<file path="src/rtl/dot_product_accumulator.sv">
// dot_product_accumulator
//   Streams LANES-wide signed int8 activation/weight words and accumulates
//   their dot product plus the sum of all weight lanes. The weight sum
//   (row_sum_out) is consumed by the downstream requantize stage together
//   with res_out.
//
//   Ports
//     clk          single clock, rising edge
//     rst_n        asynchronous active-low reset
//     start        one-cycle request to begin a dot product (IDLE only)
//     num_words    beat count for the job, sampled with start
//     in_valid     lhs_data/rhs_data valid
//     in_ready     block accepts a beat (high only while accumulating)
//     lhs_data     LANES signed int8 activations, lane i in [8i+7:8i]
//     rhs_data     LANES signed int8 weights,     lane i in [8i+7:8i]
//     out_valid    result held valid (DONE)
//     out_ready    consumer accepts result
//     res_out      signed 32-bit accumulated sum of lhs*rhs
//     row_sum_out  signed 32-bit sum of all rhs lanes
//     busy         high whenever the block is not IDLE
//
//   Configuration macro
//     DOT_ACC_SATURATE_EN  defined: every accumulator update clamps to the
//                          signed 32-bit range; undefined: updates wrap
//                          modulo 2^32.
module dot_product_accumulator #(
  parameter int LANES = 4,
  parameter int CNT_W = 16
) (
  input  logic               clk,
  input  logic               rst_n,
  input  logic               start,
  input  logic [CNT_W-1:0]   num_words,
  input  logic               in_valid,
  output logic               in_ready,
  input  logic [8*LANES-1:0] lhs_data,
  input  logic [8*LANES-1:0] rhs_data,
  output logic               out_valid,
  input  logic               out_ready,
  output logic [31:0]        res_out,
  output logic [31:0]        row_sum_out,
  output logic               busy
);

  localparam logic [1:0] IDLE = 2'd0;
  localparam logic [1:0] ACC  = 2'd1;
  localparam logic [1:0] DONE = 2'd2;

  // Beat-sum widths carry one spare bit so the sign-extension replications
  // below never collapse to zero width (LANES == 1).
  localparam int SUM_W = 18 + $clog2(LANES);
  localparam int RS_W  = 9 + $clog2(LANES);

  logic [1:0]       state;
  logic [CNT_W-1:0] cnt;
  logic [31:0]      acc;
  logic [31:0]      row_sum;

  logic [16:0]      lane_a;
  logic [16:0]      lane_b;
  logic [16:0]      lane_p;
  logic [SUM_W-1:0] prod_sum;
  logic [RS_W-1:0]  rhs_sum;
  logic [31:0]      acc_next;
  logic [31:0]      row_next;
  logic             beat;

  assign in_ready    = (state == ACC);
  assign out_valid   = (state == DONE);
  assign busy        = (state != IDLE);
  assign res_out     = acc;
  assign row_sum_out = row_sum;
  assign beat        = in_valid && (state == ACC);

  // Per-beat reduction at full precision: each lane product is an exact
  // 17-bit signed value, the lane sums are exact, and only the final add
  // into the 32-bit accumulator may overflow.
  always_comb begin
    lane_a   = '0;
    lane_b   = '0;
    lane_p   = '0;
    prod_sum = '0;
    rhs_sum  = '0;
    for (int unsigned i = 0; i < LANES; i++) begin
      lane_a   = {{9{lhs_data[8*i+7]}}, lhs_data[8*i +: 8]};
      lane_b   = {{9{rhs_data[8*i+7]}}, rhs_data[8*i +: 8]};
      lane_p   = lane_a * lane_b;
      prod_sum = prod_sum + {{(SUM_W-17){lane_p[16]}}, lane_p};
      rhs_sum  = rhs_sum + {{(RS_W-8){rhs_data[8*i+7]}}, rhs_data[8*i +: 8]};
    end
  end

`ifdef DOT_ACC_SATURATE_EN
  logic [33:0] acc_wide;
  logic [33:0] row_wide;

  // Two guard bits: the top three bits agree exactly when the true sum fits
  // in signed 32 bits; otherwise the guard sign picks the rail.
  always_comb begin
    acc_wide = {{2{acc[31]}}, acc} + {{(34-SUM_W){prod_sum[SUM_W-1]}}, prod_sum};
    row_wide = {{2{row_sum[31]}}, row_sum} + {{(34-RS_W){rhs_sum[RS_W-1]}}, rhs_sum};

    if ((acc_wide[33:31] == 3'b000) || (acc_wide[33:31] == 3'b111))
      acc_next = acc_wide[31:0];
    else if (acc_wide[33])
      acc_next = 32'h8000_0000;
    else
      acc_next = 32'h7FFF_FFFF;

    if ((row_wide[33:31] == 3'b000) || (row_wide[33:31] == 3'b111))
      row_next = row_wide[31:0];
    else if (row_wide[33])
      row_next = 32'h8000_0000;
    else
      row_next = 32'h7FFF_FFFF;
  end
`else
  always_comb begin
    acc_next = acc + {{(32-SUM_W){prod_sum[SUM_W-1]}}, prod_sum};
    row_next = row_sum + {{(32-RS_W){rhs_sum[RS_W-1]}}, rhs_sum};
  end
`endif

  always_ff @(posedge clk or negedge rst_n) begin
    if (!rst_n) begin
      state   <= IDLE;
      cnt     <= '0;
      acc     <= '0;
      row_sum <= '0;
    end else begin
      case (state)
        IDLE: begin
          if (start) begin
            acc     <= '0;
            row_sum <= '0;
            if (num_words != '0) begin
              cnt   <= num_words;
              state <= ACC;
            end else begin
              cnt   <= '0;
              state <= DONE;
            end
          end
        end
        ACC: begin
          if (beat) begin
            acc     <= acc_next;
            row_sum <= row_next;
            cnt     <= cnt - 1'b1;
            if (cnt == {{(CNT_W-1){1'b0}}, 1'b1})
              state <= DONE;
          end
        end
        DONE: begin
          if (out_ready)
            state <= IDLE;
        end
        default: state <= IDLE;
      endcase
    end
  end

endmodule

</file>
<file path="config.mk">
export PLATFORM = sky130hd
export DESIGN_NAME = dot_product_accumulator
export DESIGN_NICKNAME = d
export VERILOG_FILES = /design/src/rtl/dot_product_accumulator.sv
export SDC_FILE = /design/constraint.sdc
export NUM_CORES = 1
export LEC_CHECK = 0
export ABC_AREA = 1
export BUFFER_PORTS_ARGS = -buffer_cell sky130_fd_sc_hd__buf_2
export CAP_MARGIN = 0
export CORE_ASPECT_RATIO = 1.1
export CORE_UTILIZATION = 37
export CTS_CLUSTER_DIAMETER = 50
export DETAILED_ROUTE_END_ITERATION = 6
export MAX_ROUTING_LAYER = met4
export PLACE_DENSITY_LB_ADDON = 0.1
export REMOVE_ABC_BUFFERS = 1
export SETUP_SLACK_MARGIN = 0.1
export SLEW_MARGIN = 25
export SYNTH_ARGS = -nofsm -noshare
export SYNTH_HDL_FRONTEND = slang
export SYNTH_SLANG_ARGS = --single-unit
</file>
<file path="constraint.sdc">
create_clock -name clk -period 4.7 [get_ports clk]
set_input_delay 0.47 -clock clk [delete_from_list [all_inputs] [get_ports clk]]
set_output_delay 0.47 -clock clk [all_outputs]
set_load 0.02 [all_outputs]
</file>
=== Word level (Yosys, flattened, before mapping) ===
Cells that the tools add are included.

* Add/subtract/negate cells: 9
* Multiply operators: 4
* Equality and inequality tests: 7
* Mux-type cells: 15
* Reduce and logical (&&, ||, !) cells: 7

{| class="wikitable"
|+ Operators by type and width
! cell !! number
|-
| case mux 32 bit (2 select lines) || 2
|-
| two-way mux 32 bit || 3
|-
| adder 32 bit || 2
|-
| multiplier 8 x 8 -> 16 bit || 4
|-
| two-way mux 16 bit || 3
|-
| case mux 16 bit (2 select lines) || 1
|-
| adder 18 x 16 -> 19 bit || 1
|-
| adder 17 x 16 -> 18 bit || 1
|-
| adder 16 x 16 -> 17 bit || 1
|-
| == test 16 x 1 -> 1 bit, second input constant || 1
|-
| nonzero test 16 bit || 1
|-
| subtractor 16 x 1 -> 16 bit, second input constant || 1
|-
| adder 10 x 8 -> 11 bit || 1
|-
| adder 9 x 8 -> 10 bit || 1
|-
| two-way mux 2 bit || 5
|-
| adder 8 x 8 -> 9 bit || 1
|-
| != test 2 x 1 -> 1 bit, second input constant || 3
|-
| case mux 2 bit (3 select lines) || 1
|-
| AND reduction 4 bit || 1
|-
| nonzero test 2 bit || 2
|-
| AND reduction 3 bit || 1
|-
| == test 2 x 1 -> 1 bit, second input constant || 1
|-
| == test 2 bit, second input constant || 1
|-
| zero test 2 bit || 1
|-
| 2 further kinds || 2
|}

* Flip-flop bits (word level): 82

=== Depth between registers and ports, before layout ===
* Depth in word-level cells: 7
* Depth in mapped cells: 42
* Depth with buffers taken out: 41

=== Worst setup path after synthesis ===
No wires, ideal clock.

* Path type: input to register
* Start point: input port lhs_data[31]
* End point: register acc[26] (netlist: res_out[26])
* Library setup time: 0.121 ns
* Arrival: 7.699 ns
* Required time: 4.579 ns
* Path slack: -3.121 ns
* Stages on the path: 34
* Buffers on the path: 1
* Path through: clkbuf_1 > nand2_1 > inv_1 > fa_1 > fa_1 > inv_1 > fa_1 > inv_1 > fa_1 > fa_1 > fa_1 > fa_1 > inv_1 > fa_1 > inv_1 > ha_1 > nand2_1 > nor2_1 > nor3b_1 > a21oi_1 > nand3_1 > nand2_1 > ha_1 > nand2_1 > nor2_1 > inv_1 > nor2_1 > nand3_1 > nand3_1 > nand2_1 > nand2_1 > nand2_1 > nand2_1 > o21ai_1

* Word-level cells in the longest chain between the ends: 5

{| class="wikitable"
|+ Ends and longest elaborated chain
! item !! line !! text
|-
| start, declared || 36 || <nowiki>input logic [8*LANES-1:0] lhs_data,</nowiki>
|-
| multiplier 8 x 8 -> 16 bit || 87 || <nowiki>lane_p = lane_a * lane_b;</nowiki>
|-
| adder 18 x 16 -> 19 bit || 88 || <nowiki>prod_sum = prod_sum + {{(SUM_W-17){lane_p[16]}}, lane_p};</nowiki>
|-
| adder 32 bit || 119 || <nowiki>acc_next = acc + {{(32-SUM_W){prod_sum[SUM_W-1]}}, prod_sum};</nowiki>
|-
| two-way mux 32 bit || 146 || <nowiki>if (beat) begin</nowiki>
|-
| case mux 32 bit (2 select lines) || 131 || <nowiki>case (state)</nowiki>
|-
| end signal, assigned || 147 || <nowiki>acc <= acc_next;</nowiki>
|-
| end, declared || 56 || <nowiki>logic [31:0] acc;</nowiki>
|}

Every way passes these cells. The select of a mux whose other input is x is not followed.
A chain may end at the register's enable or synchronous reset.

=== Worst setup path in the final report ===
* Start point: input port rhs_data[31]
* End point: register acc[31] (netlist: res_out[31])

* Word-level cells in the longest chain between the ends: 5

{| class="wikitable"
|+ Ends and longest elaborated chain
! item !! line !! text
|-
| start, declared || 37 || <nowiki>input logic [8*LANES-1:0] rhs_data,</nowiki>
|-
| multiplier 8 x 8 -> 16 bit || 87 ||
|-
| adder 18 x 16 -> 19 bit || 88 ||
|-
| adder 32 bit || 119 ||
|-
| two-way mux 32 bit || 146 ||
|-
| case mux 32 bit (2 select lines) || 131 ||
|}

Every way passes these cells. The select of a mux whose other input is x is not followed.

==> results.md <==
Synth:
- Counting flops with an async set or reset pin after synthesis yields a share of 100%.
- The synthesized area per cell is 7.58 um2.
- For this run, the register share of the synthesized area comes to around a tenth.
- Summing the areas of all xor and xnor instances in the mapped netlist gives 1.25% of the synthesized area.
- The multiplexer share of the synthesized area is 0.0511%.
- The flip-flop cell with the highest count after synthesis is sky130_fd_sc_hd__dfrtp_1.
- The share of the synthesized area in compound gates (AO/OA/AOI/OAI) is about 8.5%.
- The simple logic cell fraction of the synthesized area is 18.5%.
- Counting every instance in the synthesized netlist gives 2,584.
- The synthesized netlist devotes 46.5% of its cell area to adder and majority cells.
- After synthesis, the largest family of logic cells by area is adder cells.
- The total number of yosys warnings is 0.
- The number of distinct standard cells referenced by the synthesized netlist is 49.
- The synthesized design contains 82 register bits.
- The number of enable flip-flop cells after synthesis is 0.
- The post-synthesis instance area is ~20,000 um2.

Routing:
- Dividing the detail-routed via count by the number of cells gives 4.76.
- The antenna violation net count after detailed routing is 0.
- The number of iterations in the first detailed-routing pass is 7.
- The detailed-route via count is ~18,000.
- The final routed DRC violation total is 0.
- In the final routed layout, each cell accounts on average for 16.7 um.
- The starting DRC count in detailed routing is 824.
- The sum of routed wire length over all layers is 62.5 mm.

Timing:
- The routed design could run at a clock period as short as roughly 7600 ps.
- The actual slew at the worst max-slew pin is around 860 ps.
- In this run the tightest slew margin relative to its limit is roughly 43%.
- Setup violations remaining at the end of the flow were counted as 29.
- The count of final hold-check violations came to 0.
- In the post-route analysis, the smallest setup slack over all paths is -2940 ps.
- Setup repair after global routing could not meet its margin everywhere.
- Timing would allow up to approximately 130 MHz.
- Across the routed clock network, the largest skew measured is around 12 ps.
- In the finished design, the share of the clock period the worst path needs comes to 163%.
- The final max-slew violation count came to 0.

Global routing:
- The overall fraction of global-route tracks in use is around 25%.
- The first global-routing pass estimated 101 mm of wire.
- The residual overflow from global routing is 0.
- Entering global routing, the biggest net connects 46 pins.
- The number of global-route vias before repair came to 19,000.
- The initial antenna violation count is 3.

Cells and area:
- The layout has between 5,000 and 6,000 filler cells.
- Leaving out filler cells and counting taps, the final layout contains 3,734.
- The share of final-layout standard cells stronger than drive strength 1 is approximately 33%.
- At the end of the flow, the number of nets in the layout was 3,657.
- The growth of design area from synthesis to finish is 38.5%.

Placed design:
- Routability-driven placement finished with a final weighted congestion of 0.916.
- The quantity of I/O buffers inserted on ports is roughly 150.
- The placed wire-length estimate after detailed placement is 52.6 mm.
- In this run, placement finished with an instance count of ~3,600.

Floorplan:
- After floorplanning, the core was sized to cover about 52,000 um2.
- Measured along the y axis, the die boundary spans 243 um.
- The initial utilization of the core area, before any placement, comes to a little under two fifths.
- In this run the core area contains about 90 standard-cell rows.
- The top-level port count is approximately 150.
- The die footprint is 53,900 um2.
- The floorplan die width is 221 um.

Clock network:
- TritonCTS built the clock tree.
- The clock buffer count from CTS is 9.
- The clock insertion delay at the later pin of the skew report is ~380 ps.
- Hold repair after CTS inserted 0 buffers.
- The TritonCTS sink count is 82.
- CTS built an H-tree with a depth of 3.
- CTS placed an instance of sky130_fd_sc_hd__clkbuf_16 at the clock tree root.
- After clock tree synthesis, the clock-pin slew on the worst setup and hold paths is 70 ps.
- The maximum clock path buffer count is 2.

Worst setup path:
- The maximum fanout encountered on the critical timing path is 7.
- The setup check on the worst reg-to-reg path leaves a slack of 1460 ps.
- In this run the critical register-to-register path is launched from state[0].
- The largest single stage delay on the critical path is 570 ps.
- The critical path data required time is about 5000 ps.
- The type of element capturing the critical path is a flip-flop.
- The worst reg2reg path endpoint is res_out[13].
- STA classifies the critical path startpoint as a primary input.
- The critical path is of the primary input to flip-flop type.
- The largest individual stage delay along the critical path comes from the cell sky130_fd_sc_hd__fa_1.
- The most repeated library cell on the critical path is sky130_fd_sc_hd__fa_1.
- The depth of the worst register-to-register path is 10.
- The arrival time reported for the critical path endpoint is 7960 ps.

Run:
- The tool flagged a number of max-cap violations equal to 0.

Worst hold path:
- The path class of the tightest hold or removal check is primary input to asynchronous set/reset pin.

Outcome:
- The flow ran to the end, but the final reports show violations.
- The final reports fail on setup timing.
==> through the flow <==
| step | TNS, ps | utilization (%) | setup WS [ps] | cell area (um2) | hold slack (ps) |
|---|---|---|---|---|---|
| after floorplan | -67240 | - | -2930 | 19300 | 174 |
| after global placement | -97850 | 44.4 | -3780 | 23300 | 489 |
| after detailed placement | -99220 | 44.4 | -3780 | 23300 | 497 |
| after CTS | -72580 | 49.2 | -2980 | 25800 | 99.5 |
| after global routing | -79520 | 51.7 | -3260 | 27100 | 126 |
| final | -72030 | 51.7 | -2940 | 27100 | 91.5 |
==> cell usage after synthesis (all sizes together), types with 14 or more instances <==
cell type	n	share of area (%)
nand3	68	1.8
dfrtp	82	10
xor2	20	0.89
clkbuf	66	1.3
a21o	14	0.54
fa	345	35
ha	176	11
nand2	617	12
nor2	146	2.9
buf	15	0.42
or2	19	0.61
nor3	21	0.54
inv	675	13
a21oi	119	3.0
o21ai	114	2.9
==> registers in the layout (all words and copies together), names as in the netlist <==
register	cells
state	2
cnt	16
res_out	32
row_sum_out	32
==> placed cells by master, fill, tap and decap left out, types with 64 or more instances in the layout <==
master and instances:
sky130_fd_sc_hd__inv_1 607, sky130_fd_sc_hd__nand2_1 525, sky130_fd_sc_hd__buf_4 338, sky130_fd_sc_hd__fa_1 323, sky130_fd_sc_hd__ha_1 106, sky130_fd_sc_hd__buf_2 106, sky130_fd_sc_hd__nor2_1 105, sky130_fd_sc_hd__dfrtp_1 82
sky130_fd_sc_hd__buf_6 74, sky130_fd_sc_hd__nand2_2 64
==> repair_timing <==
action / CTS / global route
resized for setup: 458 / 282
buffers inserted: 53 / 30
gates cloned: 1 / 0
setup endpoints to repair: 40 / 50
pin swaps: 216 / 192
==> final cells by class <==
| class | instances | area (um2) | area share (%) |
|---|---|---|---|
| antenna | 3 | 7.51 | 0.0277 |
| clock buffer | 11 | 243 | 0.895 |
| clock inverter | 5 | 85.1 | 0.314 |
| multi-input combinational | 1745 | 17100 | 63.0 |
| timing repair buffer | 537 | 4230 | 15.6 |
| tap | 675 | 845 | 3.11 |
| sequential | 82 | 2050 | 7.57 |
| inverter | 676 | 2560 | 9.45 |
==> how the worst max path moves through the flow <==
stage,startpoint,endpoint,slack (ps),depth (start not counted)
after floorplan,lhs_data[31],res_out[26],-2930,33
after global placement,rhs_data[31],res_out[26],-3780,37
after detailed placement,rhs_data[31],res_out[31],-3780,34
after CTS,rhs_data[31],res_out[26],-2980,36
after global routing,rhs_data[7],res_out[28],-3260,35
final,rhs_data[31],res_out[31],-2940,37
==> critical path: cells and delay by family <==
kind | cells | cell delay, ps
simple gates | 14 | 1400
fa+ha+maj | 10 | 4480
buf+inv | 10 | 1020
compound gates | 3 | 580
==> logic make-up after synthesis <==
family          count (synthesis)
buf+inv                       757
compound gates                298
simple gates                  897
mux                             1
xor+xnor                       28
fa+ha+maj                     521
flops                          82
==> routing by layer <==
| layer | vias up | track usage (%) | share of wire (%) |
|---|---|---|---|
| li1 | 8640 | - | - |
| met1 | 8764 | 30.5 | 43 |
| met2 | 284 | 42.9 | 51 |
| met3 | 71 | 2.88 | 3.2 |
| met4 | 0 | 6.38 | 2.3 |
| met5 | - | - | 0 |
Power is not shown: default switching activity piles up to over one toggle a cycle in this logic, so the estimate is an artifact.
